$ cat config.mk
export PLATFORM = sky130hd
export DESIGN_NAME = spi_master_ctrl
export DESIGN_NICKNAME = d
export VERILOG_FILES = /design/src/rtl/spi_ctrl_pkg.sv /design/src/rtl/spi_sclk_gen.sv /design/src/rtl/spi_master_ctrl.sv
export SDC_FILE = /design/constraint.sdc
export NUM_CORES = 1
export LEC_CHECK = 0
export ABC_AREA = 1
export CORE_UTILIZATION = 59
export DETAILED_ROUTE_END_ITERATION = 10
export HOLD_SLACK_MARGIN = 0.06
export PLACE_DENSITY = 0.85
export SYNTH_ARGS = -nofsm -noshare
export SYNTH_HDL_FRONTEND = slang
export SYNTH_SLANG_ARGS = --single-unit
$ cat constraint.sdc
create_clock -name clk -period 4 [get_ports clk]
set_input_delay 0.8 -clock clk [delete_from_list [all_inputs] [get_ports clk]]
set_output_delay 0.8 -clock clk [all_outputs]
set_load 0.05 [all_outputs]
$ cat src/rtl/spi_ctrl_pkg.sv
// Shared types and constants for the SPI master controller.
// Header bit positions are given in transmission order (bit 0 goes out first).
package spi_ctrl_pkg;

  typedef enum logic [2:0] {
    StIdle,
    StPre,
    StHdr,
    StData,
    StGap,
    StEnd
  } state_e;

  localparam int unsigned HDR_BITS  = 8;
  localparam int unsigned DATA_BITS = 8;

  localparam int unsigned HDR_WR_POS  = 0;
  localparam int unsigned HDR_EXT_POS = 1;
  localparam int unsigned HDR_RSV_POS = 4;
  localparam int unsigned HDR_REG_POS = 5;

  // Packs the header so that shifting out LSB first yields WR, ext[0..2], 0, reg[0..2].
  function automatic logic [HDR_BITS-1:0] build_hdr(input logic       wr,
                                                    input logic [2:0] ext,
                                                    input logic [2:0] rg);
    logic [HDR_BITS-1:0] h;
    h                    = '0;
    h[HDR_WR_POS]        = wr;
    h[HDR_EXT_POS+:3]    = ext;
    h[HDR_RSV_POS]       = 1'b0;
    h[HDR_REG_POS+:3]    = rg;
    return h;
  endfunction

endpackage

$ cat src/rtl/spi_sclk_gen.sv
// SPI clock generator: CLK_DIV clk cycles per sclk half-period, low half first.
// fall_tick marks the first clk of a bit, sample_tick the last clk of its high half.
module spi_sclk_gen #(
  parameter int unsigned CLK_DIV = 4
) (
  input  logic clk,
  input  logic rst_n,
  input  logic run,
  output logic sclk,
  output logic fall_tick,
  output logic sample_tick
);

  localparam logic [7:0] DivLast = 8'(CLK_DIV - 1);

  logic [7:0] cnt_q, cnt_d;
  logic       phase_q, phase_d;

  // Half-period counter; stopping forces the next bit to start with a fresh low half.
  always_comb begin
    cnt_d   = cnt_q;
    phase_d = phase_q;
    if (!run) begin
      cnt_d   = '0;
      phase_d = 1'b0;
    end else if (cnt_q == DivLast) begin
      cnt_d   = '0;
      phase_d = ~phase_q;
    end else begin
      cnt_d = cnt_q + 8'd1;
    end
  end

  // Divider state register.
  always_ff @(posedge clk or negedge rst_n) begin
    if (!rst_n) begin
      cnt_q   <= '0;
      phase_q <= 1'b0;
    end else begin
      cnt_q   <= cnt_d;
      phase_q <= phase_d;
    end
  end

  assign sclk        = phase_q;
  assign fall_tick   = run & ~phase_q & (cnt_q == 8'd0);
  assign sample_tick = run & phase_q & (cnt_q == DivLast);

endmodule

$ cat src/rtl/spi_master_ctrl.sv
// SPI master for the slave register banks: PRE sync pulse, 8-bit header, data bytes.
// Build option SPI_MASTER_CTRL_BURST_EN: honour cmd_len and emit GAP bits between bytes;
// otherwise every command is exactly one data byte.
module spi_master_ctrl
  import spi_ctrl_pkg::*;
#(
  parameter int unsigned CLK_DIV = 4
) (
  input  logic       clk,
  input  logic       rst_n,
  input  logic       cmd_valid,
  output logic       cmd_ready,
  input  logic       cmd_wr,
  input  logic [2:0] cmd_ext,
  input  logic [2:0] cmd_reg,
  input  logic [2:0] cmd_len,
  input  logic [7:0] wr_data,
  output logic       wr_ready,
  output logic [7:0] rd_data,
  output logic       rd_valid,
  output logic       done,
  output logic       rsp_err,
  output logic       sclk,
  output logic       cs,
  output logic       mosi,
  input  logic       miso,
  input  logic       miso_oe
);

  localparam logic [7:0] DivLast = 8'(CLK_DIV - 1);

  state_e     state_q, state_d;
  logic       wr_q, wr_d;
  logic [2:0] bit_cnt_q, bit_cnt_d;
  logic [7:0] tx_q, tx_d;
  logic [7:0] rx_q, rx_d;
  logic [7:0] rx_next;
  logic [7:0] rd_data_q, rd_data_d;
  logic [7:0] end_cnt_q, end_cnt_d;
  logic       mosi_q, mosi_d;
  logic       rd_valid_q, rd_valid_d;
  logic       done_q, done_d;
  logic       err_q, err_d;
  logic       run, fall_tick, sample_tick;

`ifdef SPI_MASTER_CTRL_BURST_EN
  logic [2:0] len_q, len_d;
  logic [2:0] byte_cnt_q, byte_cnt_d;
`else
  logic unused_cmd_len;
  assign unused_cmd_len = ^cmd_len;
`endif

  spi_sclk_gen #(
    .CLK_DIV(CLK_DIV)
  ) u_sclk_gen (
    .clk        (clk),
    .rst_n      (rst_n),
    .run        (run),
    .sclk       (sclk),
    .fall_tick  (fall_tick),
    .sample_tick(sample_tick)
  );

  // Writes return the old value MSB first; reads arrive LSB first.
  assign rx_next = wr_q ? {rx_q[6:0], miso} : {miso, rx_q[7:1]};

  // Frame sequencer: next state, shift registers and strobes.
  always_comb begin
    state_d    = state_q;
    wr_d       = wr_q;
    bit_cnt_d  = bit_cnt_q;
    tx_d       = tx_q;
    rx_d       = rx_q;
    rd_data_d  = rd_data_q;
    end_cnt_d  = '0;
    mosi_d     = mosi_q;
    rd_valid_d = 1'b0;
    done_d     = 1'b0;
    err_d      = err_q;
    wr_ready   = 1'b0;
`ifdef SPI_MASTER_CTRL_BURST_EN
    len_d      = len_q;
    byte_cnt_d = byte_cnt_q;
`endif
    unique case (state_q)
      StIdle: begin
        if (cmd_valid) begin
          state_d   = StPre;
          wr_d      = cmd_wr;
          tx_d      = build_hdr(cmd_wr, cmd_ext, cmd_reg);
          bit_cnt_d = '0;
          mosi_d    = 1'b0;
          err_d     = 1'b0;
`ifdef SPI_MASTER_CTRL_BURST_EN
          len_d      = cmd_len;
          byte_cnt_d = '0;
`endif
        end
      end
      StPre: begin
        if (sample_tick) begin
          state_d = StHdr;
          mosi_d  = tx_q[0];
          tx_d    = {1'b0, tx_q[7:1]};
        end
      end
      StHdr: begin
        if (sample_tick) begin
          if (bit_cnt_q == 3'(HDR_BITS - 1)) begin
            state_d   = StData;
            bit_cnt_d = '0;
            mosi_d    = 1'b0;
          end else begin
            bit_cnt_d = bit_cnt_q + 3'd1;
            mosi_d    = tx_q[0];
            tx_d      = {1'b0, tx_q[7:1]};
          end
        end
      end
      StData: begin
        // Write byte is taken in the first clk of its first bit.
        if (fall_tick && wr_q && (bit_cnt_q == 3'd0)) begin
          wr_ready = 1'b1;
          mosi_d   = wr_data[7];
          tx_d     = {wr_data[6:0], 1'b0};
        end
        if (sample_tick) begin
          rx_d  = rx_next;
          err_d = err_q | ~miso_oe;
          if (bit_cnt_q == 3'(DATA_BITS - 1)) begin
            rd_data_d  = rx_next;
            rd_valid_d = 1'b1;
            bit_cnt_d  = '0;
            mosi_d     = 1'b0;
`ifdef SPI_MASTER_CTRL_BURST_EN
            if (byte_cnt_q == len_q) begin
              state_d = StEnd;
            end else begin
              state_d    = StGap;
              byte_cnt_d = byte_cnt_q + 3'd1;
            end
`else
            state_d = StEnd;
`endif
          end else begin
            bit_cnt_d = bit_cnt_q + 3'd1;
            mosi_d    = wr_q & tx_q[7];
            tx_d      = {tx_q[6:0], 1'b0};
          end
        end
      end
      StGap: begin
        if (sample_tick) begin
          state_d = StData;
        end
      end
      StEnd: begin
        if (end_cnt_q == DivLast) begin
          state_d = StIdle;
          done_d  = 1'b1;
        end else begin
          end_cnt_d = end_cnt_q + 8'd1;
        end
      end
      default: state_d = StIdle;
    endcase
  end

  // State and datapath registers.
  always_ff @(posedge clk or negedge rst_n) begin
    if (!rst_n) begin
      state_q    <= StIdle;
      wr_q       <= 1'b0;
      bit_cnt_q  <= '0;
      tx_q       <= '0;
      rx_q       <= '0;
      rd_data_q  <= '0;
      end_cnt_q  <= '0;
      mosi_q     <= 1'b0;
      rd_valid_q <= 1'b0;
      done_q     <= 1'b0;
      err_q      <= 1'b0;
    end else begin
      state_q    <= state_d;
      wr_q       <= wr_d;
      bit_cnt_q  <= bit_cnt_d;
      tx_q       <= tx_d;
      rx_q       <= rx_d;
      rd_data_q  <= rd_data_d;
      end_cnt_q  <= end_cnt_d;
      mosi_q     <= mosi_d;
      rd_valid_q <= rd_valid_d;
      done_q     <= done_d;
      err_q      <= err_d;
    end
  end

`ifdef SPI_MASTER_CTRL_BURST_EN
  // Burst length and byte counter.
  always_ff @(posedge clk or negedge rst_n) begin
    if (!rst_n) begin
      len_q      <= '0;
      byte_cnt_q <= '0;
    end else begin
      len_q      <= len_d;
      byte_cnt_q <= byte_cnt_d;
    end
  end
`endif

  assign run       = (state_q == StPre) || (state_q == StHdr) ||
                     (state_q == StData) || (state_q == StGap);
  assign cs        = (state_q == StHdr) || (state_q == StData) || (state_q == StGap);
  assign cmd_ready = (state_q == StIdle);
  // First write bit must appear in the same clk the byte is handed over.
  assign mosi      = wr_ready ? wr_data[7] : mosi_q;
  assign rd_data   = rd_data_q;
  assign rd_valid  = rd_valid_q;
  assign done      = done_q;
  assign rsp_err   = err_q;

endmodule

==> results.md <==
- The run finished with clean final reports.
- The top-area cell type share of the netlist area is about 45%.
- Clock-pin slew was measured on the worst setup and hold paths at 0.09 ns.
- The total of flip-flops plus latches after synthesis is 52.
- The fmax is 288 MHz.
- After floorplanning, the core was divided into 25 placement rows.
- The total non-filler cell area in the finished layout is 3420 um2.
- The peak fanout along the critical path is 11.
- Counting flops with a built-in enable in the synthesized netlist gives 0.
- Dividing the synthesized area by the synthesized cell count gives 7.46 um2.
- The count of synthesis-stage warnings from yosys is 0.
- The total number of clock tree sinks is between 50 and 60.
- The routed layout has 2540 vias.
- The clock tree root driver cell is sky130_fd_sc_hd__clkbuf_8.
- In this run the cell area measured after placement is 3310 um2.
- The overall fraction of global-route tracks in use is about 26%.
- The maximum number of pins on one net before global-route repair is 47.
- Power spread over the standard cell area amounts to around 270 nW/um2.
- Setup violations remaining at the end of the flow were counted as 0.
- The number of antenna violations at the first check in global routing came to 0.
- The number of buffers inserted for hold repair after clock tree synthesis is 0.
- The type of origin of the critical path is a flop.
- The share of layout cells above drive strength 1 is 7.46%.
- The critical path is of the flop to primary output type.
- Gates resized during post-CTS repair numbered 0.
- In the synthesized netlist, the number of instances is 388.
- In this run the horizontal extent of the chip is 72.0 um.
- Per report_power, the clock group accounts for 39.1% of the total.
- The mapped netlist covers 2890 um2.
- The transition time at the pin with the least slew margin is roughly 1.0 ns.
- In the post-synthesis netlist, the biggest area contributors are sky130_fd_sc_hd__dfrtp_1 (45%), sky130_fd_sc_hd__nand2_1 (16%), sky130_fd_sc_hd__nor2_1 (7.1%).
- Internal power comes to 729 uW.
- TritonCTS built the clock tree.
- The worst-case IR drop observed on VDD is 0.000164 V.
- The number of global-route vias before repair was 2400.
- Among the stages of the critical path, the cell type that occurs most often is sky130_fd_sc_hd__nand2_2.
- For this run, the slowest stage of the critical path takes between 0.7 and 0.8 ns.
- The fraction of power consumed by sequential logic is ~57%.
- The smallest clock period supported by the final layout is computed as 3.47 ns.
- The number of nets in the synthesized netlist is 417.
- The clock tree synthesis step divided the H-tree into 2 levels.
- The tightest min-delay check is of the flop to flop type.
- Measured against its own limit, the worst slew margin works out to 31.9%.
- In this run switching power makes up around a fifth of total power.
- Measured on the finished design, the core utilization comes to between 70 and 80%.
- Once detail routing completed, the nets flagged for antenna violations numbered 0.
- For this design the total switching power over the nets is 191 uW.
- The die covers 5190 um2.
- The buffer depth of the longest clock path is 2.
- Synthesis instantiated 36 different standard cells from the library.
- The detailed-routing iteration count for the pre-antenna-repair pass is 4.
- The sum of negative setup slack is 0 ns.
- The number of hold-slack violations in the final timing report came to 0.
- The met2 global-route usage is 44.3%.
- After the first detailed-routing iteration, the DRC count stood at 131.
- Detailed placement finished with a half-perimeter wire length of 4200 um.
- The repair_antennas step left the layout with diodes totalling 0.
- The worst path arrival time is 2.67 ns.
- The logic gate share of total power is 3.7%.
- The final-stage net count is 457.
- In the layout the commonest cells are sky130_fd_sc_hd__nand2_1 (120), sky130_fd_sc_hd__nor2_1 (55), sky130_fd_sc_hd__dfrtp_1 (52).
- Across the run, the number of max-cap violations was 0.
- At the worst endpoint, the required time is between 3 and 4 ns.
- The total wire length is 5980 um.
- Once the floorplan was initialized, standard cells occupied 61.3% of the core.
- In the synthesized netlist the async set-or-reset flop fraction comes to 100%.
- The wire length of the first global-routing pass is 10400 um.
- Dividing the detail-routed wire length by the instance count gives 12.1 um.
- Of all cell types, the one taking the most synthesized area is sky130_fd_sc_hd__dfrtp_1.
- The final weighted congestion of routability-driven global placement is 0.807.
- The total area inside the core boundary comes to ~4700 um2.
- The final setup skew is 0.00703 ns.
- The most common cell after layout, fill and taps aside is sky130_fd_sc_hd__nand2_1.
- Dividing the final minimum period by the clock period gives 86.7%.
- The routing usage on met3 is under 10%.
- The total setup buffers inserted after CTS is 0.
- The later pin in the worst-skew pair is clocked with a latency of 0.31 ns.
- Global routing finished with a remaining overflow of 0.
- The number of CTS-inserted buffers is 5.
- The worst setup path is captured at a primary output.
- met2 is the most crowded layer.
- The part of the Yosys area used for sequential elements is 45.0%.
- In the routed layout, each cell is associated on average with a via count of 5.12.
- Setup repair after global routing left no endpoint under its margin.
- The count of pins on the block boundary is 39.
- The dominant register cell in the synthesized netlist is sky130_fd_sc_hd__dfrtp_1.
- The largest individual stage delay along the critical path comes from the cell sky130_fd_sc_hd__clkdlybuf4s50_1.
- The die span in y is 72.0 um.
- In the routed design, unresolved DRC markers number 0.
- The static leakage is 0.00172 uW.
- The critical path goes through nor2_1, nand2_2, a21oi_2, buf_4, nand2_2, nor2_2, o21a_1, clkdlybuf4s50_1.
- The synthesis-to-finish area growth is 18.1%.
- The met1 capacity usage during global routing is 32.6%.
- The number of slew-limit violations in the final report is 0.
- The number of buffers inserted by port buffering is 35.
-- power by group through the flow --
stage / Sequential [uW] / Combinational, uW / Clock, uW
floorplan: 538 / 1.73 / 0
finish: 526 / 34.3 / 360
global placement: 536 / 35.2 / 0
global route: 526 / 38.1 / 384
detailed placement: 537 / 35.2 / 0
CTS: 526 / 35.4 / 369
-- registers in the layout, indices dropped and copies added (netlist names) --
register	cells
state_q	3
rsp_err	1
done	1
mosi_q	1
wr_q	1
u_sclk_gen.cnt_q	8
rd_valid	1
bit_cnt_q	3
rd_data	8
rx_q	8
u_sclk_gen.sclk	1
end_cnt_q	8
tx_q	8
-- final timing paths --
path	startpoint	endpoint	slack (ns)	cells after the start
max reg2reg	bit_cnt_q[0]$_DFFE_PN0P_	tx_q[2]$_DFFE_PN0P_	1.97	10
max in group asynchronous	rst_n	rd_data[0]$_DFFE_PN0P_	2.66	2
max	state_q[1]$_DFFE_PN0P_	mosi	0.53	8
min reg2reg	u_sclk_gen.cnt_q[0]$_DFF_PN0_	u_sclk_gen.cnt_q[0]$_DFF_PN0_	0.47	1
min in group asynchronous	rst_n	u_sclk_gen.cnt_q[3]$_DFF_PN0_	0.66	1
min	u_sclk_gen.cnt_q[0]$_DFF_PN0_	u_sclk_gen.cnt_q[0]$_DFF_PN0_	0.47	1
-- critical path, delay by kind of cell, from the launching register on --
| family | cells | cell delay [ns] |
|---|---|---|
| AOI/OAI and AO/OA | 2 | 0.27 |
| buffers and inverters | 2 | 0.99 |
| and+or+nand+nor | 4 | 0.62 |
| DFF | 1 | 0.47 |
-- cell usage after synthesis, types with 2 or more instances --
library cell and n:
sky130_fd_sc_hd__o21a_1 2, sky130_fd_sc_hd__nor2_1 55, sky130_fd_sc_hd__nand3_1 19, sky130_fd_sc_hd__dfrtp_1 52, sky130_fd_sc_hd__buf_2 2, sky130_fd_sc_hd__nor3_1 11, sky130_fd_sc_hd__ha_1 6, sky130_fd_sc_hd__buf_6 2
sky130_fd_sc_hd__nand2_1 120, sky130_fd_sc_hd__inv_1 44, sky130_fd_sc_hd__o21ai_0 27, sky130_fd_sc_hd__nand2_2 3, sky130_fd_sc_hd__a21oi_1 15, sky130_fd_sc_hd__nor2_4 3, sky130_fd_sc_hd__nand4_1 2, sky130_fd_sc_hd__nor2_2 3
sky130_fd_sc_hd__nand2_4 3
-- cell families after synthesis --
| kind of cell | after synthesis | share of synthesized area, % |
|---|---|---|
| xor+xnor | 1 | 0.303 |
| fa+ha+maj | 6 | 2.59 |
| buf+inv | 51 | 7.39 |
| compound gates | 53 | 10.4 |
| simple gates | 225 | 34.4 |
| flops | 52 | 45.0 |
-- metrics by stage --
| step | setup WS (ns) | power (uW) | std cells | hold slack [ns] |
|---|---|---|---|---|
| after global routing | 0.382 | 949 | 496 | 0.486 |
| after floorplan | 1.06 | 540 | 388 | 0.430 |
| after global placement | 0.896 | 572 | 488 | 0.449 |
| after CTS | 0.513 | 931 | 496 | 0.470 |
| final | 0.531 | 920 | 496 | 0.473 |
| after detailed placement | 0.868 | 572 | 488 | 0.458 |
-- per-layer routing --
metal  up-vias  routed length [um]
met5         -                   0
met4         0                  85
met3         7                 267
met2        65                2940
met1      1166                2690
li1       1302                   -
-- area by class of cell --
| cell class | instances | area [um2] |
|---|---|---|
| multi-input combinational | 285 | 1380 |
| fill | 373 | 1310 |
| sequential | 52 | 1300 |
| timing repair buffer | 39 | 375 |
| inverter | 45 | 170 |
| tap | 67 | 83.8 |
| clock buffer | 6 | 72.6 |
| clock inverter | 2 | 35.0 |
(Power assumes the default switching activity.)
